File: src/rtl/tile_dispatcher_pkg.sv
// Shared definitions for the tile dispatcher: default coordinate width, FSM states
// and the integer log2 used to turn power-of-two tile sizes into shift amounts.
package tile_dispatcher_pkg;

    localparam int DEF_WIDTH = 27;

    typedef enum logic [1:0] {
        ST_IDLE  = 2'd0,
        ST_ISSUE = 2'd1,
        ST_DONE  = 2'd2
    } state_t;

    function automatic int log2i(input int value);
        int result;
        result = 0;
        while ((1 << (result + 1)) <= value) begin
            result = result + 1;
        end
        return result;
    endfunction

endpackage

File: src/rtl/tile_dispatcher_coord_stepper.sv
// Per-axis coordinate accumulator: latches origin and step on load, advances by
// step << SHIFT, or snaps back to the origin. All sums wrap mod 2^WIDTH.
module coord_stepper
    import tile_dispatcher_pkg::*;
#(
    parameter int WIDTH = DEF_WIDTH,
    parameter int SHIFT = 3
)(
    input  logic             clock,
    input  logic             reset,
    input  logic             load,
    input  logic [WIDTH-1:0] load_origin,
    input  logic [WIDTH-1:0] load_step,
    input  logic             advance,
    input  logic             reload,
    output logic [WIDTH-1:0] coord,
    output logic [WIDTH-1:0] step_val
);

    logic signed [WIDTH-1:0] r_origin;
    logic signed [WIDTH-1:0] r_step;
    logic signed [WIDTH-1:0] r_coord;
    logic signed [WIDTH-1:0] w_inc;

    assign w_inc = r_step <<< SHIFT;

    always_ff @(posedge clock) begin
        if (reset) begin
            r_origin <= '0;
            r_step   <= '0;
            r_coord  <= '0;
        end else if (load) begin
            r_origin <= load_origin;
            r_step   <= load_step;
            r_coord  <= load_origin;
        end else if (advance) begin
            r_coord  <= r_coord + w_inc;
        end else if (reload) begin
            r_coord  <= r_origin;
        end
    end

    assign coord    = r_coord;
    assign step_val = r_step;

endmodule

File: src/rtl/tile_dispatcher.sv
// Walks a frame as TILES_X x TILES_Y tiles and offers one tile per valid/ready transfer.
// Optional macro ABORT_EN adds an `abort` input that ends the frame early.
module tile_dispatcher
    import tile_dispatcher_pkg::*;
#(
    parameter int WIDTH   = DEF_WIDTH,
    parameter int TILE_W  = 8,
    parameter int TILE_H  = 8,
    parameter int TILES_X = 80,
    parameter int TILES_Y = 60,
    localparam int CW = (TILES_X > 1) ? $clog2(TILES_X) : 1,
    localparam int RW = (TILES_Y > 1) ? $clog2(TILES_Y) : 1
)(
    input  logic             clock,
    input  logic             reset,
`ifdef ABORT_EN
    input  logic             abort,
`endif
    input  logic             start,
    input  logic [WIDTH-1:0] view_min_x,
    input  logic [WIDTH-1:0] view_min_y,
    input  logic [WIDTH-1:0] view_dx,
    input  logic [WIDTH-1:0] view_dy,
    output logic [WIDTH-1:0] tile_min_x,
    output logic [WIDTH-1:0] tile_min_y,
    output logic [WIDTH-1:0] tile_dx,
    output logic [WIDTH-1:0] tile_dy,
    output logic [CW-1:0]    tile_col,
    output logic [RW-1:0]    tile_row,
    output logic             tile_valid,
    input  logic             solver_ready,
    output logic             busy,
    output logic             frame_done
);

    localparam int SHIFT_X = log2i(TILE_W);
    localparam int SHIFT_Y = log2i(TILE_H);

    state_t        r_state;
    logic [CW-1:0] r_col;
    logic [RW-1:0] r_row;
    logic          r_valid;
    logic          r_busy;
    logic          r_done;

    logic w_abort;
    logic w_xfer;
    logic w_col_last;
    logic w_row_last;
    logic w_load;
    logic w_x_step;
    logic w_row_wrap;

`ifdef ABORT_EN
    assign w_abort = abort;
`else
    assign w_abort = 1'b0;
`endif

    assign w_xfer     = r_valid && solver_ready;
    assign w_col_last = (r_col == CW'(TILES_X - 1));
    assign w_row_last = (r_row == RW'(TILES_Y - 1));
    assign w_load     = (r_state == ST_IDLE) && start;
    assign w_x_step   = w_xfer && !w_col_last;
    assign w_row_wrap = w_xfer && w_col_last && !w_row_last;

    coord_stepper #(.WIDTH(WIDTH), .SHIFT(SHIFT_X)) u_x (
        .clock       (clock),
        .reset       (reset),
        .load        (w_load),
        .load_origin (view_min_x),
        .load_step   (view_dx),
        .advance     (w_x_step),
        .reload      (w_row_wrap),
        .coord       (tile_min_x),
        .step_val    (tile_dx)
    );

    coord_stepper #(.WIDTH(WIDTH), .SHIFT(SHIFT_Y)) u_y (
        .clock       (clock),
        .reset       (reset),
        .load        (w_load),
        .load_origin (view_min_y),
        .load_step   (view_dy),
        .advance     (w_row_wrap),
        .reload      (1'b0),
        .coord       (tile_min_y),
        .step_val    (tile_dy)
    );

    always_ff @(posedge clock) begin
        if (reset) begin
            r_state <= ST_IDLE;
            r_col   <= '0;
            r_row   <= '0;
            r_valid <= 1'b0;
            r_busy  <= 1'b0;
            r_done  <= 1'b0;
        end else begin
            r_done <= 1'b0;
            case (r_state)
                ST_IDLE: begin
                    if (start) begin
                        r_state <= ST_ISSUE;
                        r_col   <= '0;
                        r_row   <= '0;
                        r_valid <= 1'b1;
                        r_busy  <= 1'b1;
                    end
                end
                ST_ISSUE: begin
                    if (w_xfer) begin
                        if (!w_col_last) begin
                            r_col <= r_col + 1'b1;
                        end else if (!w_row_last) begin
                            r_col <= '0;
                            r_row <= r_row + 1'b1;
                        end else begin
                            r_state <= ST_DONE;
                            r_valid <= 1'b0;
                            r_done  <= 1'b1;
                        end
                    end
                    // An abort wins over the last-tile transition; a same-cycle transfer still counts.
                    if (w_abort) begin
                        r_state <= ST_IDLE;
                        r_valid <= 1'b0;
                        r_busy  <= 1'b0;
                        r_done  <= 1'b0;
                    end
                end
                ST_DONE: begin
                    r_state <= ST_IDLE;
                    r_busy  <= 1'b0;
                end
                default: begin
                    r_state <= ST_IDLE;
                    r_valid <= 1'b0;
                    r_busy  <= 1'b0;
                end
            endcase
        end
    end

    assign tile_col   = r_col;
    assign tile_row   = r_row;
    assign tile_valid = r_valid;
    assign busy       = r_busy;
    // frame_done is high only while in DONE, so masking it here suppresses it on abort.
    assign frame_done = r_done && !w_abort;

endmodule

File: config.mk
export PLATFORM = sky130hd
export DESIGN_NAME = tile_dispatcher
export DESIGN_NICKNAME = d
export VERILOG_FILES = /design/src/rtl/tile_dispatcher_pkg.sv /design/src/rtl/tile_dispatcher_coord_stepper.sv /design/src/rtl/tile_dispatcher.sv
export SDC_FILE = /design/constraint.sdc
export NUM_CORES = 1
export LEC_CHECK = 0
export BUFFER_PORTS_ARGS = -buffer_cell sky130_fd_sc_hd__buf_4
export CORE_ASPECT_RATIO = 0.75
export CORE_MARGIN = 2
export CORE_UTILIZATION = 30
export CTS_CLUSTER_DIAMETER = 80
export DETAILED_ROUTE_END_ITERATION = 6
export GPL_ROUTABILITY_DRIVEN = 0
export SLEW_MARGIN = 20
export SYNTH_ARGS = -nofsm -noshare
export SYNTH_HDL_FRONTEND = slang
export SYNTH_SLANG_ARGS = --single-unit
export TNS_END_PERCENT = 50
File: constraint.sdc
create_clock -name clock -period 5 [get_ports clock]
set_input_delay 0.75 -clock clock [delete_from_list [all_inputs] [get_ports clock]]
set_output_delay 0.75 -clock clock [all_outputs]
set_load 0.005 [all_outputs]
==> reports/qor.yml, run 1 <==
status:
  status: "finished clean"
min_path:
  hp-class: "flop to flop"
die:
  pin_count: 236
  die-area_um2: 30300
  die_w_um: 200
  initial_core_util_pct: 30.7
  fp-row-count: 53
  die_h_um: 151
  coreArea_um2: 28200
synthesis:
  yosys-mux-area-fraction_pct: 1.76
  netlist_area_um2: 8680
  yosys.area.top_type_share_pct: 35.3
  synthAdderAreaFrac_pct: 7.38
  synthTopCellsByCount: "nand2_1 (260), dfxtp_1 (153), a21oi_1 (145)"
  synth-simple-area-share_pct: 22.4
  syn_area_per_cell_um2: 7.82
  synthXorXnorAreaFrac_pct: 3.73
  yosysTopAreaCell: "dfxtp_1"
  ys_seq_area_share_pct: 35.3
  synth_cell_types: 78
  syn_inst: 1110
  synth_compound_area_share_pct: 25.5
  synth-edff-count: 0
  yosysMostFrequentCell: "nand2_1"
  syn-num-nets: 1272
  ys_top_cells_by_area: "dfxtp_1 (35%), nand2_1 (11%), a21oi_1 (8.4%)"
  synth_top_family_by_area: "compound AO/OA/AOI/OAI gates"
  ys_async_sr_fraction_pct: 0
  ys_ff_latch: 153
  synth-main-ff-cell: "dfxtp_1"
  ys_warn_count: 0
clocking:
  cts_hold_buffers: 0
  cts_post_setup_buffers_inserted: 0
  cts_tree: "yes"
  cts-root-buf: "clkbuf_16"
  cts.sinks: 153
  clock_latency_ns: 0.43
  cts_buffers: 17
  post_cts_resized: 0
  cts_buffer_depth: 2
  h-tree-depth: 4
  clk_pin_slew_worst_paths_ns: 0.06
cells_and_area:
  layout-drive-gt1-share_pct: 22.9
  num_antenna_cells: 0
  finish.net_count: 1475
  design_area_um2: 11300
  stdcell_count: 1710
  area_delta_synth_final_pct: 30.5
  fin_util_pct: 40.1
place:
  dp_cells: 1679
  dp_hpwl_um: 20900
  port_buffers: 235
  place_ws_ns: 2.10
  placed_area_um2: 10700
detailed_routing:
  met2_length_um: 12100
  met1_length_um: 14500
  drc: 0
  ant_nets: 0
  top_layer: "met4"
  drt-total-wl_um: 28900
  wl_per_cell_um: 16.9
  num_vias: 8818
  drt-pass1-iter-count: 5
  wl_met3_um: 2100
  viasPerCell: 5.16
  drt_iter0_drc: 530
sta:
  finalHoldViolCount: 0
  maxSlewHeadroom_pct: 41.0
  slew_violations: 0
  min_period_ns: 2.96
  tns_ns: 0
  fmax_ghz: 0.338
  setup_viol: 0
  finClkSkew_ns: 0.00711
  rsz0062_at_grt: "false"
  worst_pin_slew_ns: 0.884
  setup_slack_ns: 2.04
  fin_crit_sh_pct: 59.3
worst_setup_path:
  path_cells: "ha_1 -> inv_1 -> fa_1 -> nor2b_1 -> o211ai_2 -> a211oi_2 -> o21ai_1 -> a31oi_1 -> mux2_2 -> a2111oi_2"
  critPathArrivalTime_ns: 3.29
  critPathCaptureType: "flop"
  cpPeakStageDelay_ns: 0.41
  crit_slowest_cell: "a211oi_2"
  cp-start-kind: "flop"
  worstSetupPathType: "flop to flop"
  cp.required_ns: 5.32
  worst-path-max-fanout: 4
pwr:
  cellLeakagePower_uw: 0.00492
  power.density_nw_per_um2: 301
  ir_drop_mv: 0.232
global_route:
  antenna_found_initial: 0
  grt.total_usage_pct: 18.6
  grt_pass1_wl_um: 44500
  grt_overflow: 0
  grt_max_degree: 77
  grt_pass1_vias: 8077
job:
  drv_cap: 0
[state kept, by name (all words and copies together), names as in the netlist]
signal and count:
tile_row 6, busy 1, u_x.step_val 27, u_y.coord 27
frame_done 1, u_x.r_origin 27, r_state 2, tile_col 7
tile_valid 1, u_x.coord 27, u_y.step_val 27
[where the power goes]
group | leakage (µW) | internal (µW) | switching (µW)
clock | 0.000290 | 823 | 535
sequential | 0.00126 | 1300 | 72.7
combinational | 0.00337 | 309 | 370
[cell usage in the layout, fill, tap and decap left out, types with 5 or more instances in the layout]
master     count
o21ai_0       38
nor2_1        64
o211ai_1      29
ha_1          48
buf_4        244
nand3_1       21
o21a_1        12
nand2_1      260
or3_1          7
and3_1        13
o211a_1        5
nor2b_1        5
a311oi_1       8
a21o_1        15
nand2b_1       9
mux2i_1       13
a21oi_1      145
clkbuf_16     17
dfxtp_1      153
o21ai_1        9
nor3_1        20
a211oi_1      15
xor2_1        18
nand4_1        9
inv_1         18
xnor2_1       19
a31oi_1        8
[logic make-up after synthesis]
kind of cell / after synthesis
AO/OA/AOI/OAI: 341
XOR/XNOR: 37
adder cells (fa/ha/maj): 50
buffers and inverters: 78
flip-flops: 153
multiplexers: 15
AND/OR/NAND/NOR: 436
[final timing paths]
check	cells after the start	endpoint	slack [ns]	from
worst max-delay path	10	u_x.coord[19]	2.04	u_x.step_val[0]
worst min-delay path	2	u_x.r_origin[18]	0.45	u_x.r_origin[18]
worst max register to register	10	u_x.coord[19]	2.04	u_x.step_val[0]
worst min register to register	2	u_x.r_origin[18]	0.45	u_x.r_origin[18]
[critical path, delay by kind of cell, from the launching register on]
kind | cells | cell delay, ns
simple gates | 1 | 0.23
compound gates | 5 | 1.24
fa+ha+maj | 2 | 0.59
mux | 1 | 0.37
buf+inv | 1 | 0.07
flops | 1 | 0.36
[stage by stage]
step	power, µW	hold WS [ns]
2_1_floorplan	1780	0.433
3_3_place_gp	2070	0.439
3_5_place_dp	2080	0.446
4_1_cts	3450	0.455
5_1_grt	3590	0.477
6_report	3410	0.451
[metal layers]
layer | track usage, % | up-vias
met2 | 26.6 | 258
met1 | 27.0 | 4163
met4 | 4.33 | 0
met5 | 0 | -
li1 | - | 4381
met3 | 5.46 | 16
[cell type report]
class | instances | area [µm²]
clock inverter | 7 | 116
sequential | 153 | 3060
tap | 385 | 482
clock buffer | 24 | 482
inverter | 18 | 67.6
multi-input combinational | 879 | 5290
fill | 3000 | 16900
timing repair buffer | 244 | 1830
Power figures use the tool's default switching activity.
==> inputs of run 2 (changes only) <==
- ABC_AREA: default -> 1
- clock period: 5 -> 2.5 ns (I/O delays scaled with it)
==> reports/qor.yml, run 2 <==
status:
  status: "finished clean"
worst_setup_path:
  critPathCapture: "u_x.coord[15]"
  cpPeakStageDelay_ns: 0.39  # -0.02 ns
  critical_path_depth: 13  # +3
  path_cells: "ha_1 -> inv_1 -> fa_1 -> inv_1 -> nand3_1 -> nand3_1 -> nand3_1 -> nand2_1 -> nand2_1 -> nand3_1 -> nand3_1 -> nand2_1 -> a21oi_1"
  cp.required_ns: 2.84  # -2.48 ns
  critPathArrivalTime_ns: 2.50  # -0.79 ns
  reg2reg_depth: 13  # +3
  worst-path-max-fanout: 3  # -1
  r2r_slack_ns: 0.35  # -1.69 ns
  cp-start-kind: "flop"
  startpoint: "u_x.step_val[0]"
  crit_family: "simple AND/OR/NAND/NOR gates"
  crit_slowest_cell: "fa_1"
  path_buf_inv: 2  # +1
  cp_common_cell: "nand3_1"
  rr_endpoint: "u_x.coord[15]"
  worstSetupPathType: "flop to flop"
  critPathCaptureType: "flop"
  rr_startpoint: "u_x.step_val[0]"
synthesis:
  syn_inst: 1536  # +38%
  yosys.area.top_type_share_pct: 32.1  # -3.2 points
  ys_seq_area_share_pct: 32.1  # -3.2 points
  synth-edff-count: 0  # unchanged
  yosysTopAreaCell: "dfxtp_1"
  synth_cell_types: 41  # -47%
  ys_top_cells_by_area: "dfxtp_1 (32%), nand2_1 (17%), nor2_1 (8.1%)"
  ys_warn_count: 0  # unchanged
  synthTopCellsByCount: "nand2_1 (442), nor2_1 (207), inv_1 (192)"
  ys_async_sr_fraction_pct: 0  # unchanged
  syn_area_per_cell_um2: 6.22  # -21%
  ys_ff_latch: 153  # unchanged
  netlist_area_um2: 9550  # +10%
  synth-main-ff-cell: "dfxtp_1"
  yosysMostFrequentCell: "nand2_1"
  syn-num-nets: 1698  # +33%
global_route:
  grt_overflow: 0  # unchanged
  grt_pass1_vias: 9032  # +12%
  grt_max_degree: 77  # unchanged
  grt.total_usage_pct: 20.1  # +1.6 points
  grt_pass1_wl_um: 51800  # +16%
  antenna_found_initial: 3  # +3
place:
  place_ws_ns: 0.386  # -1.72 ns
  port_buffers: 235  # unchanged
  dp_hpwl_um: 26300  # +26%
detailed_routing:
  drt-pass1-iter-count: 5  # unchanged
  drc: 0  # unchanged
  drt_iter0_drc: 1028  # +94%
  num_vias: 10400  # +18%
  drt-total-wl_um: 34200  # +18%
  wl_per_cell_um: 15.7  # -7.0%
  ant_nets: 0  # unchanged
  viasPerCell: 4.79  # -7.1%
clocking:
  cts_tree: "yes"
  cts_hold_buffers: 0  # unchanged
  clk_pin_slew_worst_paths_ns: 0.07  # about the same
  cts_buffer_depth: 2  # unchanged
  h-tree-depth: 4  # unchanged
  cts_post_setup_buffers_inserted: 0  # unchanged
  post_cts_resized: 0  # unchanged
  cts.sinks: 153  # unchanged
  clock_latency_ns: 0.45  # +0.02 ns
  cts-root-buf: "clkbuf_16"
  cts_buffers: 17  # unchanged
sta:
  finalHoldViolCount: 0  # unchanged
  fmax_ghz: 0.464  # +37%
  worst_pin_slew_ns: 0.556  # -0.328 ns
  tns_ns: 0  # unchanged
  setup_viol: 0  # unchanged
  fin_crit_sh_pct: 86.2  # +27 points
  setup_slack_ns: 0.345  # -1.69 ns
  holdWs_ns: 0.164  # -0.287 ns
  finClkSkew_ns: 0.0106  # +0.00349 ns
  slew_violations: 0  # unchanged
  rsz0062_at_grt: "false"
  maxSlewHeadroom_pct: 63.0  # +22 points
  min_period_ns: 2.15  # -0.808 ns
min_path:
  hp-class: "input pin to flop"
die:
  pin_count: 236  # unchanged
  fp-row-count: 56  # +5.7%
  die_w_um: 210  # +4.8%
  coreArea_um2: 31300  # +11%
  die_h_um: 159  # +4.7%
  die-area_um2: 33300  # +9.8%
  initial_core_util_pct: 30.5  # -0.24 points
cells_and_area:
  layout-drive-gt1-share_pct: 18.3  # -4.7 points
  final_common_cell: "nand2_1"
  fin_util_pct: 39.7  # -0.46 points
  final_cell_mix: "nand2_1 (442), buf_4 (249), nor2_1 (207)"
  area_delta_synth_final_pct: 30.1
  finish.net_count: 1915  # +30%
pwr:
  cellLeakagePower_uw: 0.00631  # +28%
  power.density_nw_per_um2: 617  # +110%
  ir_drop_mv: 0.461  # +99%
  power.total_uw: 7660  # +120%
job:
  drv_cap: 0  # unchanged
-- run 2: changes by cell type in the layout (fill, tap and decap cells not counted), sizes merged, moves of 14 or more --
cell	before	now
nand3	22	86
inv	18	197
nor2	66	218
nor3	22	6
o211ai	30	1
a211oi	18	1
xnor2	19	5
o21ai	48	124
nand2	261	446
-- run 2: worst min-delay path by stage --
| stage | startpoint | end | depth (start not counted) |
|---|---|---|---|
| after CTS | view_min_x[23] | u_x.r_origin[23] | 3 |
| after floorplan | u_x.r_origin[10] | u_x.r_origin[10] | 2 |
| final | view_min_x[26] | u_x.r_origin[26] | 3 |
| after detailed placement | u_x.r_origin[10] | u_x.r_origin[10] | 2 |
| after global placement | u_x.r_origin[11] | u_x.r_origin[11] | 2 |
| after global routing | view_min_x[25] | u_x.r_origin[25] | 3 |
-- run 2: area by class of cell --
| type | count | area, µm² |
|---|---|---|
| fill | 3335 | 18900 |
| multi-input combinational | 1132 | 5490 |
| sequential | 153 | 3060 |
| timing repair buffer | 252 | 1930 |
| inverter | 197 | 743 |
| tap | 406 | 508 |
| clock buffer | 21 | 460 |
| clock inverter | 11 | 216 |
| antenna | 2 | 5.00 |
-- run 2: metal layers --
| metal | GRT usage, % | vias up | wire [µm] |
|---|---|---|---|
| met4 | 4.05 | 2 | 253 |
| li1 | - | 5314 | - |
| met5 | 0 | - | 8 |
| met3 | 5.27 | 20 | 2930 |
| met2 | 25.9 | 346 | 12700 |
| met1 | 32.2 | 4735 | 18200 |
-- run 2: cells by family after synthesis --
kind of cell             share of synthesized area [%]
AO/OA/AOI/OAI                                     15.4
XOR/XNOR                                          1.83
AND/OR/NAND/NOR                                   33.5
flip-flops                                        32.1
adder cells (fa/ha/maj)                           6.71
buffers and inverters                             10.4
-- run 2: stage by stage --
stage               instance area (µm²)  cells
finish                            12400   2174
global route                      12400   2172
CTS                               12400   2172
detailed placement                11700   2140
global placement                  11700   2140
floorplan                          9550   1536
-- run 2: power by group --
| part | switching [µW] | internal [µW] | total, µW | leakage (µW) |
|---|---|---|---|---|
| registers | 170 | 2630 | 2800 | 0.00126 |
| clock network | 1120 | 1930 | 3050 | 0.000332 |
| logic | 1060 | 756 | 1810 | 0.00472 |
-- run 2: worst register-to-register path, stage by stage (launching register included) --
cell	delay, ns
dfxtp_1	0.37
ha_1	0.22
inv_1	0.07
fa_1	0.39
inv_1	0.11
nand3_1	0.07
nand3_1	0.18
nand3_1	0.10
nand2_1	0.14
nand2_1	0.09
nand3_1	0.08
nand3_1	0.08
nand2_1	0.10
a21oi_1	0.06
==> inputs of run 3 (changes only) <==
- CAP_MARGIN: default -> 20
- PLACE_DENSITY: default -> 0.56
==> reports/qor.yml, run 3 (synthesized netlist as in run 2, its figures left out) <==
die:
  coreArea_um2: 31300  # unchanged
  initial_core_util_pct: 30.5  # unchanged
  fp-row-count: 56  # unchanged
  die_h_um: 159  # unchanged
  die_w_um: 210  # unchanged
  die-area_um2: 33300  # unchanged
  pin_count: 236  # unchanged
worst_setup_path:
  worst-path-max-fanout: 4  # +1
  path_buf_inv: 2  # unchanged
  critPathArrivalTime_ns: 2.47  # -0.03 ns
  worstSetupPathType: "flop to flop"
  rr_startpoint: "u_y.step_val[0]"
  path_cells: "ha_1 -> inv_1 -> fa_1 -> inv_1 -> nand3_1 -> nand3_1 -> nand3_1 -> nand2_1 -> nand2_1 -> nand3_1 -> nand3_1 -> nand2_1 -> a21oi_2"
  cp.required_ns: 2.83  # about the same
  crit_family: "simple AND/OR/NAND/NOR gates"
  startpoint: "u_y.step_val[0]"
  cp-start-kind: "flop"
  crit_slowest_cell: "fa_1"
  critPathCaptureType: "flop"
  cpPeakStageDelay_ns: 0.41  # +0.02 ns
  cp_common_cell: "nand3_1"
pwr:
  ir_drop_mv: 0.410  # -11%
  power.density_nw_per_um2: 632  # +2.5%
  switching_power_uw: 2350  # +0.43%
  pwr-share-seq_pct: 35.6  # -1.0 points
  power_frac_comb_pct: 23.0  # -0.7 points
  cellLeakagePower_uw: 0.00631  # about the same
  pwr-share-clk_pct: 41.4  # +1.6 points
  internal-power_uw: 5510  # +3.7%
  switching_share_pct: 29.9  # -0.67 points
status:
  status: "finished clean"
sta:
  tns_ns: 0  # unchanged
  worst_pin_slew_ns: 0.666  # +0.111 ns
  finalHoldViolCount: 0  # unchanged
  fmax_ghz: 0.469  # +0.97%
  slew_violations: 0  # unchanged
  rsz0062_at_grt: "false"
  finClkSkew_ns: 0.0105  # -0.0000845 ns
  fin_crit_sh_pct: 85.4  # -0.83 points
  maxSlewHeadroom_pct: 55.5  # -7.5 points
  setup_viol: 0  # unchanged
  min_period_ns: 2.13  # -0.0206 ns
cells_and_area:
  final_cell_mix: "nand2_1 (442), buf_4 (243), nor2_1 (207)"
  final_common_cell: "nand2_1"
  area_delta_synth_final_pct: 30.3
  fillCellCount: 3369  # +1.0%
  finish.net_count: 1910  # -0.26%
  stdcell_count: 2168  # -0.28%
  layout-drive-gt1-share_pct: 18.1  # -0.18 points
clocking:
  cts_buffer_depth: 2  # unchanged
  cts_post_setup_buffers_inserted: 0  # unchanged
  cts-root-buf: "clkbuf_16"
  cts_tree: "yes"
  cts_buffers: 17  # unchanged
  clock_latency_ns: 0.45  # about the same
  cts_hold_buffers: 0  # unchanged
  h-tree-depth: 4  # unchanged
  post_cts_resized: 0  # unchanged
  clk_pin_slew_worst_paths_ns: 0.06  # about the same
  cts.sinks: 153  # unchanged
detailed_routing:
  drt-total-wl_um: 34400  # +0.63%
  drt_iter0_drc: 798  # -22%
  wl_per_cell_um: 15.9  # +0.91%
  ant_nets: 0  # unchanged
  viasPerCell: 4.83  # +0.90%
  num_vias: 10500  # +0.62%
  drc: 0  # unchanged
  drt-pass1-iter-count: 6  # +1
global_route:
  grt_overflow: 0  # unchanged
  grt_pass1_vias: 9135  # +1.1%
  grt_max_degree: 75  # -2.6%
  grt.total_usage_pct: 20.7  # +0.52 points
  grt_pass1_wl_um: 52900  # +2.2%
  antenna_found_initial: 1  # -2
min_path:
  min_from: "view_min_x[25]"
  hp-class: "input pin to flop"
job:
  drv_cap: 0  # unchanged
place:
  dp_cells: 2135  # -0.23%
  dp_hpwl_um: 26100  # -0.64%
  port_buffers: 235  # unchanged
[run 3: changes by cell type in the layout (fill, tap and decap cells not counted), sizes merged]
cell	before	now
buf	252	247
bufinv	6	8
clkinv	5	3
clkbuf	21	20
clkinvlp	0	1
diode	2	1
[run 3: power by group through the flow]
stage,combinational [µW],sequential [µW],clock (µW)
2_1_floorplan,1050,2820,0
3_3_place_gp,1790,2850,0
3_5_place_dp,1800,2850,0
4_1_cts,1810,2800,3330
5_1_grt,2030,2830,3420
6_report,1810,2800,3260
[run 3: per-stage QoR]
step / util [%] / hold slack [ns] / setup slack (ns) / total power [µW] / instance area (µm²)
global placement: 37.4 / 0.453 / 0.413 / 4640 / 11700
CTS: 39.7 / 0.130 / 0.364 / 7950 / 12400
global route: 39.7 / 0.147 / 0.190 / 8280 / 12400
detailed placement: 37.4 / 0.461 / 0.411 / 4650 / 11700
finish: 39.7 / 0.159 / 0.366 / 7870 / 12400
floorplan: - / 0.445 / 0.637 / 3870 / 9550
[run 3: final cells by class]
| cell class | instances | area [µm²] | area share (%) |
|---|---|---|---|
| diodes | 1 | 2.50 | 0.0201 |
| repair buffers | 247 | 1900 | 15.3 |
| clock inverters | 12 | 267 | 2.14 |
| multi-input cells | 1132 | 5490 | 44.2 |
| flip-flops and latches | 153 | 3060 | 24.6 |
| clock buffers | 20 | 457 | 3.67 |
| well taps | 406 | 508 | 4.08 |
| inverters | 197 | 743 | 5.98 |
[run 3: worst paths after layout]
kind | slack (ns) | to | cells past startpoint
setup / recovery | 0.37 | u_y.coord[19] | 13
hold / removal | 0.16 | u_x.r_origin[25] | 3
setup reg to reg | 0.37 | u_y.coord[19] | 13
hold reg to reg | 0.47 | u_x.r_origin[0] | 2
[run 3: routing by layer]
metal | GRT usage, % | vias to the layer above | wire length (µm)
met5 | 0 | - | 0
li1 | - | 5310 | -
met4 | 4.93 | 0 | 404
met2 | 26.3 | 397 | 12600
met3 | 5.15 | 29 | 3070
met1 | 33.1 | 4746 | 18300
[run 3: worst reg2reg max path: cells and delay by family, from the launching register on]
| kind | cells | cell delay [ns] |
|---|---|---|
| AND/OR/NAND/NOR | 8 | 0.77 |
| adder cells (fa/ha/maj) | 2 | 0.63 |
| flip-flops | 1 | 0.37 |
| buffers and inverters | 2 | 0.19 |
| AO/OA/AOI/OAI | 1 | 0.05 |
